<file path="config.mk">
export PLATFORM = sky130hd
export DESIGN_NAME = uart_rx_oversample
export DESIGN_NICKNAME = d
export VERILOG_FILES = /design/src/rtl/uart_rx_oversample.sv
export SDC_FILE = /design/constraint.sdc
export NUM_CORES = 1
export LEC_CHECK = 0
export ABC_AREA = 1
export ABC_CLOCK_PERIOD_IN_PS = 3600
export CAP_MARGIN = 20
export CORE_MARGIN = 8
export CORE_UTILIZATION = 55
export CTS_CLUSTER_DIAMETER = 120
export DETAILED_ROUTE_END_ITERATION = 6
export DONT_BUFFER_PORTS = 1
export GPL_ROUTABILITY_DRIVEN = 0
export HOLD_SLACK_MARGIN = 0.06
export PLACE_DENSITY = 0.7
export RECOVER_POWER = 100
export SLEW_MARGIN = 5
export SYNTH_ARGS = -nofsm -noshare
export SYNTH_HDL_FRONTEND = slang
export SYNTH_SLANG_ARGS = --single-unit
</file>
<file path="constraint.sdc">
create_clock -name clk -period 3.6 [get_ports clk]
set_input_delay 0.36 -clock clk [delete_from_list [all_inputs] [get_ports clk]]
set_output_delay 0.36 -clock clk [all_outputs]
set_load 0.02 [all_outputs]
</file>
<file path="src/rtl/uart_rx_oversample.sv">
// Oversampling UART receiver. The serial line is synchronised, a start bit is
// confirmed at its centre, then data, optional parity and stop bits are sampled
// at the centre of each bit cell. Each word is delivered as a one-cycle
// rx_valid strobe with parity and framing flags that hold until the next word.
module uart_rx_oversample #(
  parameter int N            = 8,
  parameter int CLKS_PER_BIT = 16,
  parameter int PARITY_EN    = 1,
  parameter int PARITY_ODD   = 0
) (
  input  logic         clk,
  input  logic         rst_n,
  input  logic         RX,
  output logic [N-1:0] rx_data,
  output logic         rx_valid,
  output logic         parity_err,
  output logic         frame_err,
  output logic         busy
);

  localparam int CW = $clog2(CLKS_PER_BIT);
  localparam int IW = $clog2(N);
  localparam logic [CW-1:0] CNT_MAX  = CW'(CLKS_PER_BIT - 1);
  localparam logic [CW-1:0] CNT_MID  = CW'(CLKS_PER_BIT / 2 - 1);
  localparam logic [IW-1:0] IDX_LAST = IW'(N - 1);

  typedef enum logic [2:0] {
    S_IDLE, S_START, S_DATA, S_PARITY, S_STOP, S_BREAK
  } state_t;

  state_t         state, state_n;
  logic           sync1, rx_s;
  logic [CW-1:0]  cnt, cnt_n;
  logic [IW-1:0]  idx, idx_n;
  logic [N-1:0]   shreg, shreg_n;
  logic           perr, perr_n;
  logic           stop_smp, stop_smp_n;
  // stop_done marks the one cycle between the stop sample and word delivery
  logic           stop_done, stop_done_n;
  logic [N-1:0]   rx_data_n;
  logic           rx_valid_n, parity_err_n, frame_err_n;

  // Two-flop synchroniser; reset high so the line looks idle out of reset
  always_ff @(posedge clk or negedge rst_n) begin
    if (!rst_n) begin
      sync1 <= 1'b1;
      rx_s  <= 1'b1;
    end else begin
      sync1 <= RX;
      rx_s  <= sync1;
    end
  end

  // State, bit timer, shift register and registered outputs
  always_ff @(posedge clk or negedge rst_n) begin
    if (!rst_n) begin
      state      <= S_IDLE;
      cnt        <= '0;
      idx        <= '0;
      shreg      <= '0;
      perr       <= 1'b0;
      stop_smp   <= 1'b0;
      stop_done  <= 1'b0;
      rx_data    <= '0;
      rx_valid   <= 1'b0;
      parity_err <= 1'b0;
      frame_err  <= 1'b0;
    end else begin
      state      <= state_n;
      cnt        <= cnt_n;
      idx        <= idx_n;
      shreg      <= shreg_n;
      perr       <= perr_n;
      stop_smp   <= stop_smp_n;
      stop_done  <= stop_done_n;
      rx_data    <= rx_data_n;
      rx_valid   <= rx_valid_n;
      parity_err <= parity_err_n;
      frame_err  <= frame_err_n;
    end
  end

  // Next-state and sampling decisions
  always_comb begin
    state_n      = state;
    cnt_n        = (cnt == CNT_MAX) ? '0 : cnt + 1'b1;
    idx_n        = idx;
    shreg_n      = shreg;
    perr_n       = perr;
    stop_smp_n   = stop_smp;
    stop_done_n  = stop_done;
    rx_data_n    = rx_data;
    rx_valid_n   = 1'b0;
    parity_err_n = parity_err;
    frame_err_n  = frame_err;
    case (state)
      S_IDLE: begin
        cnt_n = '0;
        if (!rx_s) state_n = S_START;
      end
      S_START: begin
        if (cnt == CNT_MID) begin
          cnt_n   = '0;
          idx_n   = '0;
          // a line already back high at mid-start was only a glitch
          state_n = rx_s ? S_IDLE : S_DATA;
        end
      end
      S_DATA: begin
        if (cnt == CNT_MAX) begin
          shreg_n[idx] = rx_s;
          if (idx == IDX_LAST) state_n = (PARITY_EN != 0) ? S_PARITY : S_STOP;
          else                 idx_n   = idx + 1'b1;
        end
      end
      S_PARITY: begin
        if (cnt == CNT_MAX) begin
          perr_n  = ^shreg ^ rx_s ^ 1'(PARITY_ODD);
          state_n = S_STOP;
        end
      end
      S_STOP: begin
        if (!stop_done) begin
          if (cnt == CNT_MAX) begin
            stop_smp_n  = rx_s;
            stop_done_n = 1'b1;
          end
        end else begin
          stop_done_n  = 1'b0;
          rx_valid_n   = 1'b1;
          rx_data_n    = shreg;
          parity_err_n = (PARITY_EN != 0) ? perr : 1'b0;
          frame_err_n  = !stop_smp;
          // a low stop bit parks in BREAK so a held-low line yields one word
          state_n      = stop_smp ? S_IDLE : S_BREAK;
        end
      end
      S_BREAK: begin
        if (rx_s) state_n = S_IDLE;
      end
      default: state_n = S_IDLE;
    endcase
  end

  assign busy = (state != S_IDLE);

endmodule

</file>
### Word level (Yosys, flattened, before mapping)

Cells that the tools add are included.

| word-level totals | value |
|---|---|
| output and inout bits | 12 |
| logic and storage cells | 71 |
| register bits after elaboration | 34 |

| operators by class | value |
|---|---|
| reduce and logical (&&, ||, !) cells | 12 |
| add/subtract/negate cells | 2 |
| muxes and demuxes | 24 |
| magnitude comparators | 2 |
| eq/ne operators | 16 |
| bitwise operators | 2 |

Operators with widths:

| cell | count |
|---|---|
| $mux 3 | 11 |
| $pmux 3 s6 | 1 |
| $ne 2x2->1 const B | 8 |
| $eq 3x3->1 const B | 3 |
| $bwmux 8 | 1 |
| $mux 4 | 2 |
| $pmux 4 s2 | 1 |
| $reduce_xor 8->1 | 1 |
| $reduce_and 7->1 | 1 |
| $eq 3x2->1 const B | 2 |
| $pmux 3 s2 | 1 |
| $reduce_and 2->1 | 3 |
| $mux 1 | 5 |
| $add 4x1->4 const B | 1 |
| $eq 4x3->1 const B | 1 |
| $eq 4x4->1 const B | 1 |
| $lt 3x4->1 const B | 1 |
| $reduce_and 4->1 | 1 |
| $add 3x1->3 const B | 1 |
| $demux 1 s3 | 1 |
| $eq 3x1->1 const B | 1 |
| $ge 3x1->1 const B | 1 |
| $logic_not 3->1 | 1 |
| $reduce_and 3->1 | 1 |
| 7 further kinds | 7 |

### Longest topological paths before layout

Gate-level depths: netlist of run 1.

| depth | value |
|---|---|
| word-level depth | 5 |
| gate-level depth with buffers | 10 |
| depth with buffers taken out | 10 |

### Worst setup path after synthesis of run 1

OpenSTA, ideal clock, no wires.

| path | value |
|---|---|
| path kind | register to register |
| start | register idx[0] |
| end | register idx[2] |
| path slack | 2.178 ns |
| stages on the path, launching flop included | 9 |
| library setup time | 0.117 ns |
| data arrival time | 1.305 ns |
| required time | 3.483 ns |
| clock period less this slack | 1.422 ns |
| cells stage by stage | dfrtp_1 -> ha_1 -> ha_1 -> nor2_4 -> nor2_1 -> nor2_4 -> inv_1 -> nand2_1 -> nand2_1 |

| between the ends | value |
|---|---|
| longest elaborated chain between the ends | 4 |
| elaborated cells between the ends (all ways) | 7 |

RTL lines:

| item | RTL line | RTL |
|---|---|---|
| from (decl) | 34 | `logic [IW-1:0] idx, idx_n;` |
| from (signal assigned) | 71 | `idx <= idx_n;` |
| $add 3x1->3 | 113 | `else idx_n = idx + 1'b1;` |
| $mux 3 | 112 | `if (idx == IDX_LAST) state_n = (PARITY_EN != 0) ? S_PARITY : S_STOP;` |
| $mux 3 | 110 | `if (cnt == CNT_MAX) begin` |
| $pmux 3 s2 | 96 | `case (state)` |

Parallel ways exist; a longest one is shown, timed or not. The select of a mux whose other input is x is not followed.
A chain may end at the register's enable or synchronous reset.

==> reports/summary.txt, run 1 <==
Total via count after detailed routing = 1,380
Number of antenna violations at the first check in global routing = 0
CTS Buffer Depth = 2
Total of cells resized after clock tree synthesis = 0
Synth Register Bits = 34
# fillers = 290
Maximum vdd drop = 0.269 mV
Final Routed Wirelength = 3240 um
EDFF count, synth = 0
Maximum number of pins on one net before global-route repair = 35
Multi-input logic area = 712 um2
Clock transition at the registers of the reported paths = 0.09 ns
Switch share = 38.3%
Static power due to leakage = 0.891 nW
Worst clock skew = 0.00863 ns
Post-detailed-route wirelength per cell = 12.3 um
Yosys Warn Count = 0
Max_slew headroom = -19.3%
Total Die Area = 0.00519 mm2
Height of the die = 72.1 um
List of cells traversed by the critical path = dlygate4sd3_1, clkbuf_1
Clock tree from TritonCTS = yes
Unrepaired setup endpoints after global routing = no
Ranking of synthesized cells by instance count = sky130_fd_sc_hd__nand2_1, sky130_fd_sc_hd__dfrtp_1, sky130_fd_sc_hd__inv_1, sky130_fd_sc_hd__nand3_1, sky130_fd_sc_hd__nor2_1
Number of port buffers = 0
Sum of overflow across all layers after global routing = 0
All-layer global routing usage = 14.4%
Post-synth cell types = 25
Via count of the first global-routing pass = 1,405
Sequential fraction of design power = 46.5%
Status = finished, violations left
Net switching power = 0.000384 W
Area inside the core boundary = 0.00303 mm2
Post-DR vias/cell = 5.25
Crit Path Max Fanout = 34
Starting utilization of the core area = 57.1%
Async set-or-reset flop fraction in the synthesized netlist = 100%
Worst Path Arrival = 2.19 ns
Power per standard cell area = 560 mW/mm2
Internal portion of total power = 0.000619 W
Crit. End Element = asynchronous set/reset pin
Number of instances on the worst hold path = 0
Die X = 72.1 um
Post-layout minimum cycle time = 2.08 ns
Violated checks = capacitance limit, slew limit
Detailed placer's ending HPWL = 2420 um
Combined buffer and inverter count along the critical path = 2
Area contributors post-synth = sky130_fd_sc_hd__dfrtp_1, sky130_fd_sc_hd__nand2_1, sky130_fd_sc_hd__nand3_1
Fraction of post-synthesis cell area in the top cell type by area = 46.3%
Pre-antenna DRT Iters = 4
Ratio of final minimum period to clock period = 57.7%
Total negative slack for setup checks = 0 ns
Number of nets in the final layout = 224
Clock latency on the worst-skew pair = 0.33 ns
Worst Tran Pin Value = 1.79 ns
Clock tree root driver cell = sky130_fd_sc_hd__clkbuf_4
Antenna diodes = 0
Largest area contributor in the synthesized netlist = sky130_fd_sc_hd__dfrtp_1
Max Freq = 0.481 GHz
Type of the setup path with the least slack = in2async
Stages on the worst setup path = 2
Final setup violation count = 0
Dominant delay contributor by cell family on the critical path = buffers and inverters
Required @ worst endpoint = 3.71 ns
Post-synth top flop = sky130_fd_sc_hd__dfrtp_1
Growth of design area from synthesis to finish = 3.62%
Power share of the clock group = 21.5%
Depth of the worst register-to-register path = 10
Number of nets with antenna violations after routing = 0
Number of violations reported at the end of detailed-routing iteration 0 = 54
Hold Path Class = reg2reg
Final cell utilization of the core = 59.1%
Synth Net Count = 215
IO Count = 15
Slowest CP cell = sky130_fd_sc_hd__clkbuf_1
Sequential cell area in the final layout = 853 um2
Global-route wire length before repair = 5970 um
Post-Synthesis Cell Area = 0.00173 mm2
Number of max-slew violations in the final report = 35
TritonCTS Buffers = 5
Placed cell areas = 0.00177 mm2
Total DRC errors in the routed layout = 0
Syn_area_per_cell = 8.27 um2
Peak per-stage delay on the critical path = 1.28 ns
Proportion of layout cells with a drive suffix above 1 = 7.76%
Gate power share = 32.0%
Num rows = 20
CTS sink count = 34
Hold Fails Final Rpt = 0
CTS HTree Levels = 2
Total non-filler cell area in the finished layout = 0.00179 mm2
Portion of the post-synthesis area used by sequential elements = 49.4%
Max-cap violations = 1
Post-Synthesis Cells = 209
Leading cell type by number of instances after synthesis = sky130_fd_sc_hd__nand2_1
Kind of start point of the critical path = primary input
power groups by stage:
stage	combinational, W	clock [W]	sequential (W)
floorplan	0.000307	0	0.000465
global placement	0.000346	0	0.000473
detailed placement	0.000361	0	0.000478
CTS	0.000376	0.000224	0.000470
global route	0.000377	0.000238	0.000470
finish	0.000321	0.000216	0.000466
state kept, by name, indices dropped and copies added (netlist names):
name	cells
stop_smp	1
idx	3
perr	1
sync1	1
shreg	8
parity_err	1
stop_done	1
rx_s	1
rx_valid	1
frame_err	1
cnt	4
state	3
rx_data	8
area by class of cell:
| class | count | area share (%) |
|---|---|---|
| clock buffer | 7 | 3.07 |
| inverter | 23 | 4.82 |
| multi-input combinational | 151 | 39.8 |
| clock inverter | 1 | 0.280 |
| tap | 44 | 3.07 |
| timing repair buffer | 3 | 1.33 |
| sequential | 34 | 47.7 |
metrics by stage:
stage / std cells / hold slack [ns] / power, W / setup WS [ns]
after floorplan: 209 / 0.0644 / 0.000773 / 2.18
final: 263 / 0.360 / 0.00100 / 1.52
after global placement: 252 / 0.0654 / 0.000819 / 2.09
after CTS: 263 / 0.362 / 0.00107 / 1.86
after global routing: 263 / 0.368 / 0.00108 / 1.09
after detailed placement: 252 / 0.0654 / 0.000838 / 2.03
final timing paths:
path                             start  endpoint  slack [ns]
worst max register to register  cnt[0]  state[0]        1.71
min in group asynchronous        rst_n    cnt[3]        1.03
worst min-delay path             sync1      rx_s        0.36
worst max-delay path             rst_n  state[1]        1.52
worst min register to register   sync1      rx_s        0.36
max in group clk                cnt[0]  state[0]        1.71
placed cells by master (no fill, tap or decap), drive strengths merged:
cell         netlist  routed
clkbuf             0       8
dfrtp             32      32
o21ai             20      20
xnor2              1       1
or2                1       1
inv               23      23
dfstp              2       2
nor3               3       3
a21oi              5       5
dlygate4sd3        0       2
clkinv             0       1
a31oi              2       2
nand2             71      71
xor2               1       1
nor2              23      23
ha                 3       3
nand3             21      21
layer usage:
layer	vias to the layer above	wire (um)	global-route usage (%)
li1	687	-	-
met1	652	1490	17.5
met2	32	1490	22.9
met3	9	186	3.31
met4	0	66	7.94
met5	-	0	0
cells by family after synthesis:
group                      synth area share [%]
DFF                                        49.4
xor gates and xnor gates                   1.01
adders and majority gates                  2.17
AOI/OAI and AO/OA                          8.62
and+or+nand+nor                            33.2
buffers and inverters                      5.65
what timing repair did:
| item | in CTS | in global routing |
|---|---|---|
| endpoints found under the setup margin | 0 | 0 |
| hold buffers | 3 | 0 |
| setup buffers | 0 | 0 |
| hold endpoints to repair | 35 | 0 |
(Power assumes the default switching activity.)
==> run 2, diff against run 1 <==
--- a/config.mk
+++ b/config.mk
@@ -6,7 +6,7 @@
 export NUM_CORES = 1
 export LEC_CHECK = 0
 export ABC_AREA = 1
-export ABC_CLOCK_PERIOD_IN_PS = 3600
+export ABC_CLOCK_PERIOD_IN_PS = 2200
 export CAP_MARGIN = 20
 export CORE_MARGIN = 8
 export CORE_UTILIZATION = 55
==> constraint.sdc (replaced) <==
create_clock -name clk -period 2.2 [get_ports clk]
set_input_delay 0.22 -clock clk [delete_from_list [all_inputs] [get_ports clk]]
set_output_delay 0.22 -clock clk [all_outputs]
set_load 0.02 [all_outputs]
==> reports/summary.txt, run 2 (synthesis results as in run 1) <==
Worst Path Arrival = 2.04 ns
Area inside the core boundary = 0.00303 mm2
Num rows = 20
Total non-filler cell area in the finished layout = 0.00183 mm2
Worst clock skew = 0.0116 ns
All-layer global routing usage = 14.3%
Max_slew headroom = 72.2%
Final setup violation count = 0
# fillers = 280
Number of port buffers = 0
Global-route wire length before repair = 5970 um
WHS = 0.326 ns
Total negative slack for setup checks = 0 ns
Starting utilization of the core area = 57.1%
Placed cell areas = 0.00177 mm2
CTS sink count = 34
Total via count after detailed routing = 1,367
Depth of the worst register-to-register path = 10
Maximum vdd drop = 0.462 mV
R2r startpoint = cnt[0]
Required @ worst endpoint = 2.41 ns
Die X = 72.1 um
Maximum number of pins on one net before global-route repair = 35
Crit. End Element = flop
Crit Path Max Fanout = 6
Slack of the critical path = 0.374 ns
Ratio of final minimum period to clock period = 83.0%
Largest registers = rx_data: 8 flops, shreg: 8 flops, cnt: 4 flops
Pre-antenna DRT Iters = 4
Total DRC errors in the routed layout = 0
Power per standard cell area = 925 mW/mm2
Via count of the first global-routing pass = 1,356
Detailed placer's ending HPWL = 2400 um
Stages on the worst setup path = 10
Hold Path Class = in2async
Status = finished clean
Number of nets with antenna violations after routing = 0
List of cells traversed by the critical path = ha_1, nand2_1, nor2_1, inv_1, nand2_1, nand2_4, nor2_4, nand2_2, nand2_1, nand2_1
Total Die Area = 0.00519 mm2
Post-layout minimum cycle time = 1.83 ns
Number of post-CTS setup repair buffers = 0
IO Count = 15
Max-cap violations = 0
Post-detailed-route wirelength per cell = 12.2 um
Final Routed Wirelength = 3210 um
Growth of design area from synthesis to finish = 5.87%
Number of max-slew violations in the final report = 0
Number of violations reported at the end of detailed-routing iteration 0 = 62
Height of the die = 72.1 um
Kind of start point of the critical path = flop
Number of nets in the final layout = 224
Proportion of layout cells with a drive suffix above 1 = 9.59%
Capture point of the worst reg-to-reg path = state[0]
CTS HTree Levels = 2
Sum of overflow across all layers after global routing = 0
Static power due to leakage = 0.901 nW
Clock tree root driver cell = sky130_fd_sc_hd__clkbuf_4
Combined buffer and inverter count along the critical path = 1
CTS Buffer Depth = 2
Dominant delay contributor by cell family on the critical path = simple AND/OR/NAND/NOR gates
Number of antenna violations at the first check in global routing = 0
Clock latency on the worst-skew pair = 0.33 ns
Worst Tran Pin Value = 0.416 ns
Most common cell on crit path = sky130_fd_sc_hd__nand2_1
Max Freq = 0.548 GHz
Antenna diodes = 0
Type of the setup path with the least slack = reg2reg
Peak per-stage delay on the critical path = 0.39 ns
Post-DR vias/cell = 5.20
Hold Fails Final Rpt = 0
Unrepaired setup endpoints after global routing = no
Clock transition at the registers of the reported paths = 0.10 ns
TritonCTS Buffers = 5
Highest-count cells in the layout ignoring fill and taps = sky130_fd_sc_hd__nand2_1, sky130_fd_sc_hd__dfrtp_1, sky130_fd_sc_hd__nand3_1, sky130_fd_sc_hd__inv_1, sky130_fd_sc_hd__nor2_1
Total power = 0.00169 W
Worst slack at placement = 0.644 ns
Reg-to-reg setup timing slack = 0.37 ns
Most frequent standard cell in the layout excluding fill and tap cells = sky130_fd_sc_hd__nand2_1
Clock tree from TritonCTS = yes
Slowest CP cell = sky130_fd_sc_hd__dfrtp_1
## run 2: changes by cell type in the layout (fill, tap and decap cells not counted)
cell                       before  now
sky130_fd_sc_hd__o21ai_0       17   18
sky130_fd_sc_hd__clkbuf_1       2    1
sky130_fd_sc_hd__inv_2          2    3
sky130_fd_sc_hd__buf_12         0    1
sky130_fd_sc_hd__nor2_4         1    4
sky130_fd_sc_hd__inv_1         21   20
sky130_fd_sc_hd__o21ai_1        2    1
sky130_fd_sc_hd__dfstp_1        0    1
sky130_fd_sc_hd__nor2_1        22   19
sky130_fd_sc_hd__dfstp_2        2    1
## run 2: per-stage QoR
step                instances  utilization (%)
floorplan                 209                -
global placement          252             58.5
detailed placement        252             58.5
CTS                       263             61.8
global route              263             60.4
finish                    263             60.4
## run 2: how the worst max path moves through the flow
stage,to,startpoint
after floorplan,idx[2],idx[0]
after global placement,idx[2],idx[0]
after detailed placement,state[0],cnt[0]
after CTS,state[0],cnt[0]
after global routing,state[2],cnt[0]
final,state[0],cnt[0]
## run 2: final cells by class
cell class              instances  area (um2)  area share (%)
multi-input cells             151         734            40.2
inverters                      23        86.3            4.72
well taps                      44        55.1            3.01
flip-flops and latches         34         853            46.6
clock inverters                 1        5.00           0.274
repair buffers                  3        40.0            2.19
clock buffers                   7        55.1            3.01
## run 2: worst reg2reg max path, cell delays in order (launching register included)
cell and delay, ns:
sky130_fd_sc_hd__dfrtp_1 0.39, sky130_fd_sc_hd__ha_1 0.18, sky130_fd_sc_hd__nand2_1 0.08, sky130_fd_sc_hd__nor2_1 0.27
sky130_fd_sc_hd__inv_1 0.21, sky130_fd_sc_hd__nand2_1 0.15, sky130_fd_sc_hd__nand2_4 0.08, sky130_fd_sc_hd__nor2_4 0.15
sky130_fd_sc_hd__nand2_2 0.08, sky130_fd_sc_hd__nand2_1 0.07, sky130_fd_sc_hd__nand2_1 0.05
## run 2: layer usage
metal | up-vias | track usage (%) | part of all wire [%] | routed length (um)
li1 | 684 | - | - | -
met1 | 649 | 18.1 | 48 | 1550
met2 | 27 | 22.5 | 45 | 1450
met3 | 7 | 3.17 | 4.6 | 149
met4 | 0 | 7.03 | 1.9 | 61
met5 | - | 0 | 0 | 0
## run 2: power breakdown
part / total [W] / switching (W) / internal, W
registers: 0.000762 / 0.0000715 / 0.000691
clock network: 0.000351 / 0.000196 / 0.000155
logic: 0.000579 / 0.000388 / 0.000191
total: 0.00169 / 0.000655 / 0.00104
## run 2: timing repair
action,4_1_cts,5_1_grt
hold buffers,3,0
hold endpoints to repair,35,0
gates resized for setup,0,0
==> run 3, diff against run 2 <==
--- a/config.mk
+++ b/config.mk
@@ -6,7 +6,7 @@
 export NUM_CORES = 1
 export LEC_CHECK = 0
 export ABC_AREA = 1
-export ABC_CLOCK_PERIOD_IN_PS = 2200
+export ABC_CLOCK_PERIOD_IN_PS = 1600
 export CAP_MARGIN = 20
 export CORE_MARGIN = 8
 export CORE_UTILIZATION = 55
@@ -15,7 +15,7 @@
 export DONT_BUFFER_PORTS = 1
 export GPL_ROUTABILITY_DRIVEN = 0
 export HOLD_SLACK_MARGIN = 0.06
-export PLACE_DENSITY = 0.7
+export PLACE_DENSITY = 0.73
 export RECOVER_POWER = 100
 export SLEW_MARGIN = 5
 export SYNTH_ARGS = -nofsm -noshare
==> constraint.sdc (replaced) <==
create_clock -name clk -period 1.6 [get_ports clk]
set_input_delay 0.16 -clock clk [delete_from_list [all_inputs] [get_ports clk]]
set_output_delay 0.16 -clock clk [all_outputs]
set_load 0.02 [all_outputs]
==> reports/summary.txt, run 3 (synthesis results as in run 1) <==
Kind of start point of the critical path = flop
Gate power share = 37.5%
Total Die Area = 0.00519 mm2
Type of the setup path with the least slack = reg2reg
Final setup violation count = 0
Max Freq = 0.672 GHz
Crit. End Element = flop
Antenna diodes = 0
Height of the die = 72.1 um
Most frequent standard cell in the layout excluding fill and tap cells = sky130_fd_sc_hd__nand2_1
Internal portion of total power = 0.00142 W
Final Routed Wirelength = 3450 um
Via count of the first global-routing pass = 1,302
Power share of the clock group = 18.4%
Depth of the worst register-to-register path = 10
Die X = 72.1 um
Maximum vdd drop = 0.762 mV
Static power due to leakage = 0.920 nW
Post-DR vias/cell = 5.17
Starting utilization of the core area = 57.1%
IO Count = 15
Total via count after detailed routing = 1,385
Clock tree root driver cell = sky130_fd_sc_hd__clkbuf_4
Hold Fails Final Rpt = 0
Worst clock skew = 0.0154 ns
Required @ worst endpoint = 1.84 ns
Net switching power = 0.000967 W
Number of nets with antenna violations after routing = 0
Num rows = 20
CTS HTree Levels = 2
Detailed placer's ending HPWL = 2570 um
Sequential fraction of design power = 44.0%
Status = finished clean
Reg-to-reg setup timing slack = 0.11 ns
Total power = 0.00238 W
Worst Tran Pin Value = 0.800 ns
Global-route wire length before repair = 5780 um
Sum of overflow across all layers after global routing = 0
Clock latency on the worst-skew pair = 0.34 ns
Area inside the core boundary = 0.00303 mm2
Ratio of final minimum period to clock period = 93.1%
All-layer global routing usage = 14.4%
Capture point of the worst reg-to-reg path = state[0]
Number of nets in the final layout = 230
R2r startpoint = cnt[0]
Maximum number of pins on one net before global-route repair = 35
Largest registers = rx_data: 8 flops, shreg: 8 flops, cnt: 4 flops
CTS Buffer Depth = 2
Clock tree from TritonCTS = yes
Number of violations reported at the end of detailed-routing iteration 0 = 144
CTS sink count = 34
Post-layout minimum cycle time = 1.49 ns
Switch share = 40.5%
Pre-antenna DRT Iters = 4
Post-detailed-route wirelength per cell = 12.9 um
Hold Path Class = reg2reg
Worst Path Arrival = 1.73 ns
Number of max-slew violations in the final report = 0
Number of port buffers = 0
Critical path destination = state[0]
Proportion of layout cells with a drive suffix above 1 = 17.4%
Highest-count cells in the layout ignoring fill and taps = sky130_fd_sc_hd__nand2_1, sky130_fd_sc_hd__dfrtp_1, sky130_fd_sc_hd__nand3_1, sky130_fd_sc_hd__inv_1, sky130_fd_sc_hd__nor2_1
Power per standard cell area = 1250 mW/mm2
Crit Path Max Fanout = 6
Final cell utilization of the core = 62.8%
Clock transition at the registers of the reported paths = 0.11 ns
Max-cap violations = 0
Total DRC errors in the routed layout = 0
CP startpoint = cnt[0]
Max_slew headroom = 46.7%
Number of antenna violations at the first check in global routing = 0
Growth of design area from synthesis to finish = 10.1%
TritonCTS Buffers = 5
[run 3: cell count changes in the layout (fill, tap and decap cells not counted), moves of 2 or more]
| cell | previous run | this run |
|---|---|---|
| sky130_fd_sc_hd__buf_4 | 0 | 6 |
| sky130_fd_sc_hd__o21ai_0 | 18 | 12 |
| sky130_fd_sc_hd__o21ai_1 | 1 | 7 |
| sky130_fd_sc_hd__nor2_1 | 19 | 14 |
| sky130_fd_sc_hd__nand2_1 | 69 | 66 |
| sky130_fd_sc_hd__nor2_2 | 0 | 3 |
| sky130_fd_sc_hd__inv_1 | 20 | 18 |
| sky130_fd_sc_hd__nand2_2 | 1 | 3 |
| sky130_fd_sc_hd__nand3_1 | 21 | 19 |
| sky130_fd_sc_hd__nor2_4 | 4 | 6 |
[run 3: worst min path at each step]
stage / start / cells past startpoint / slack, ns / end
finish: sync1 / 0 / 0.36 / rx_s
global route: RX / 1 / 0.35 / sync1
CTS: rst_n / 2 / 0.25 / state[0]
detailed placement: rst_n / 0 / -0.13 / state[0]
global placement: rst_n / 0 / -0.13 / state[0]
floorplan: rst_n / 0 / -0.14 / cnt[0]
[run 3: area by class of cell]
| class | instances | area (um2) |
|---|---|---|
| multi-input cells | 151 | 790 |
| inverters | 23 | 88.8 |
| clock buffers | 7 | 45.0 |
| flip-flops and latches | 34 | 853 |
| well taps | 44 | 55.1 |
| fillers | 258 | 1130 |
| repair buffers | 9 | 70.1 |
[run 3: per-stage QoR]
stage / cells / area [um2] / hold WS, ns / TNS, ns / setup WS, ns
finish: 268 / 1900 / 0.362 / 0 / 0.111
global route: 268 / 1900 / 0.346 / -0.0613 / -0.0274
CTS: 264 / 1870 / 0.248 / 0 / 0.0622
detailed placement: 254 / 1790 / -0.135 / 0 / 0.0647
global placement: 254 / 1790 / -0.134 / 0 / 0.152
floorplan: 209 / 1730 / -0.136 / 0 / 0.178
[run 3: worst max-delay path, cell delays in order, from the launching register on]
cell and delay, ns:
sky130_fd_sc_hd__dfrtp_1 0.39, sky130_fd_sc_hd__ha_2 0.20, sky130_fd_sc_hd__nand2_2 0.07, sky130_fd_sc_hd__nor2_4 0.18
sky130_fd_sc_hd__inv_4 0.08, sky130_fd_sc_hd__nand2_4 0.08, sky130_fd_sc_hd__nand2_4 0.06, sky130_fd_sc_hd__nor2_4 0.14
sky130_fd_sc_hd__nand2_2 0.08, sky130_fd_sc_hd__nand2_1 0.07, sky130_fd_sc_hd__nand2_1 0.05
[run 3: power groups by stage]
stage,clock network [W],logic (W),registers (W)
2_1_floorplan,0,0.000691,0.00105
3_3_place_gp,0,0.000807,0.00106
3_5_place_dp,0,0.000847,0.00107
4_1_cts,0.000454,0.000878,0.00105
5_1_grt,0.000481,0.000992,0.00106
6_report,0.000440,0.000895,0.00105
[run 3: layer usage]
metal | share of wire [%] | track usage [%]
met3 | 4.8 | 4.82
met2 | 50 | 24.3
met4 | 0.96 | 5.67
met1 | 44 | 16.3
met5 | 0 | 0
[run 3: timing repair]
action	in CTS	in global routing
buffers inserted	0	4
hold buffers	3	0
endpoints found under the hold margin	35	0
gates resized for setup	0	6
setup endpoints to repair	0	10
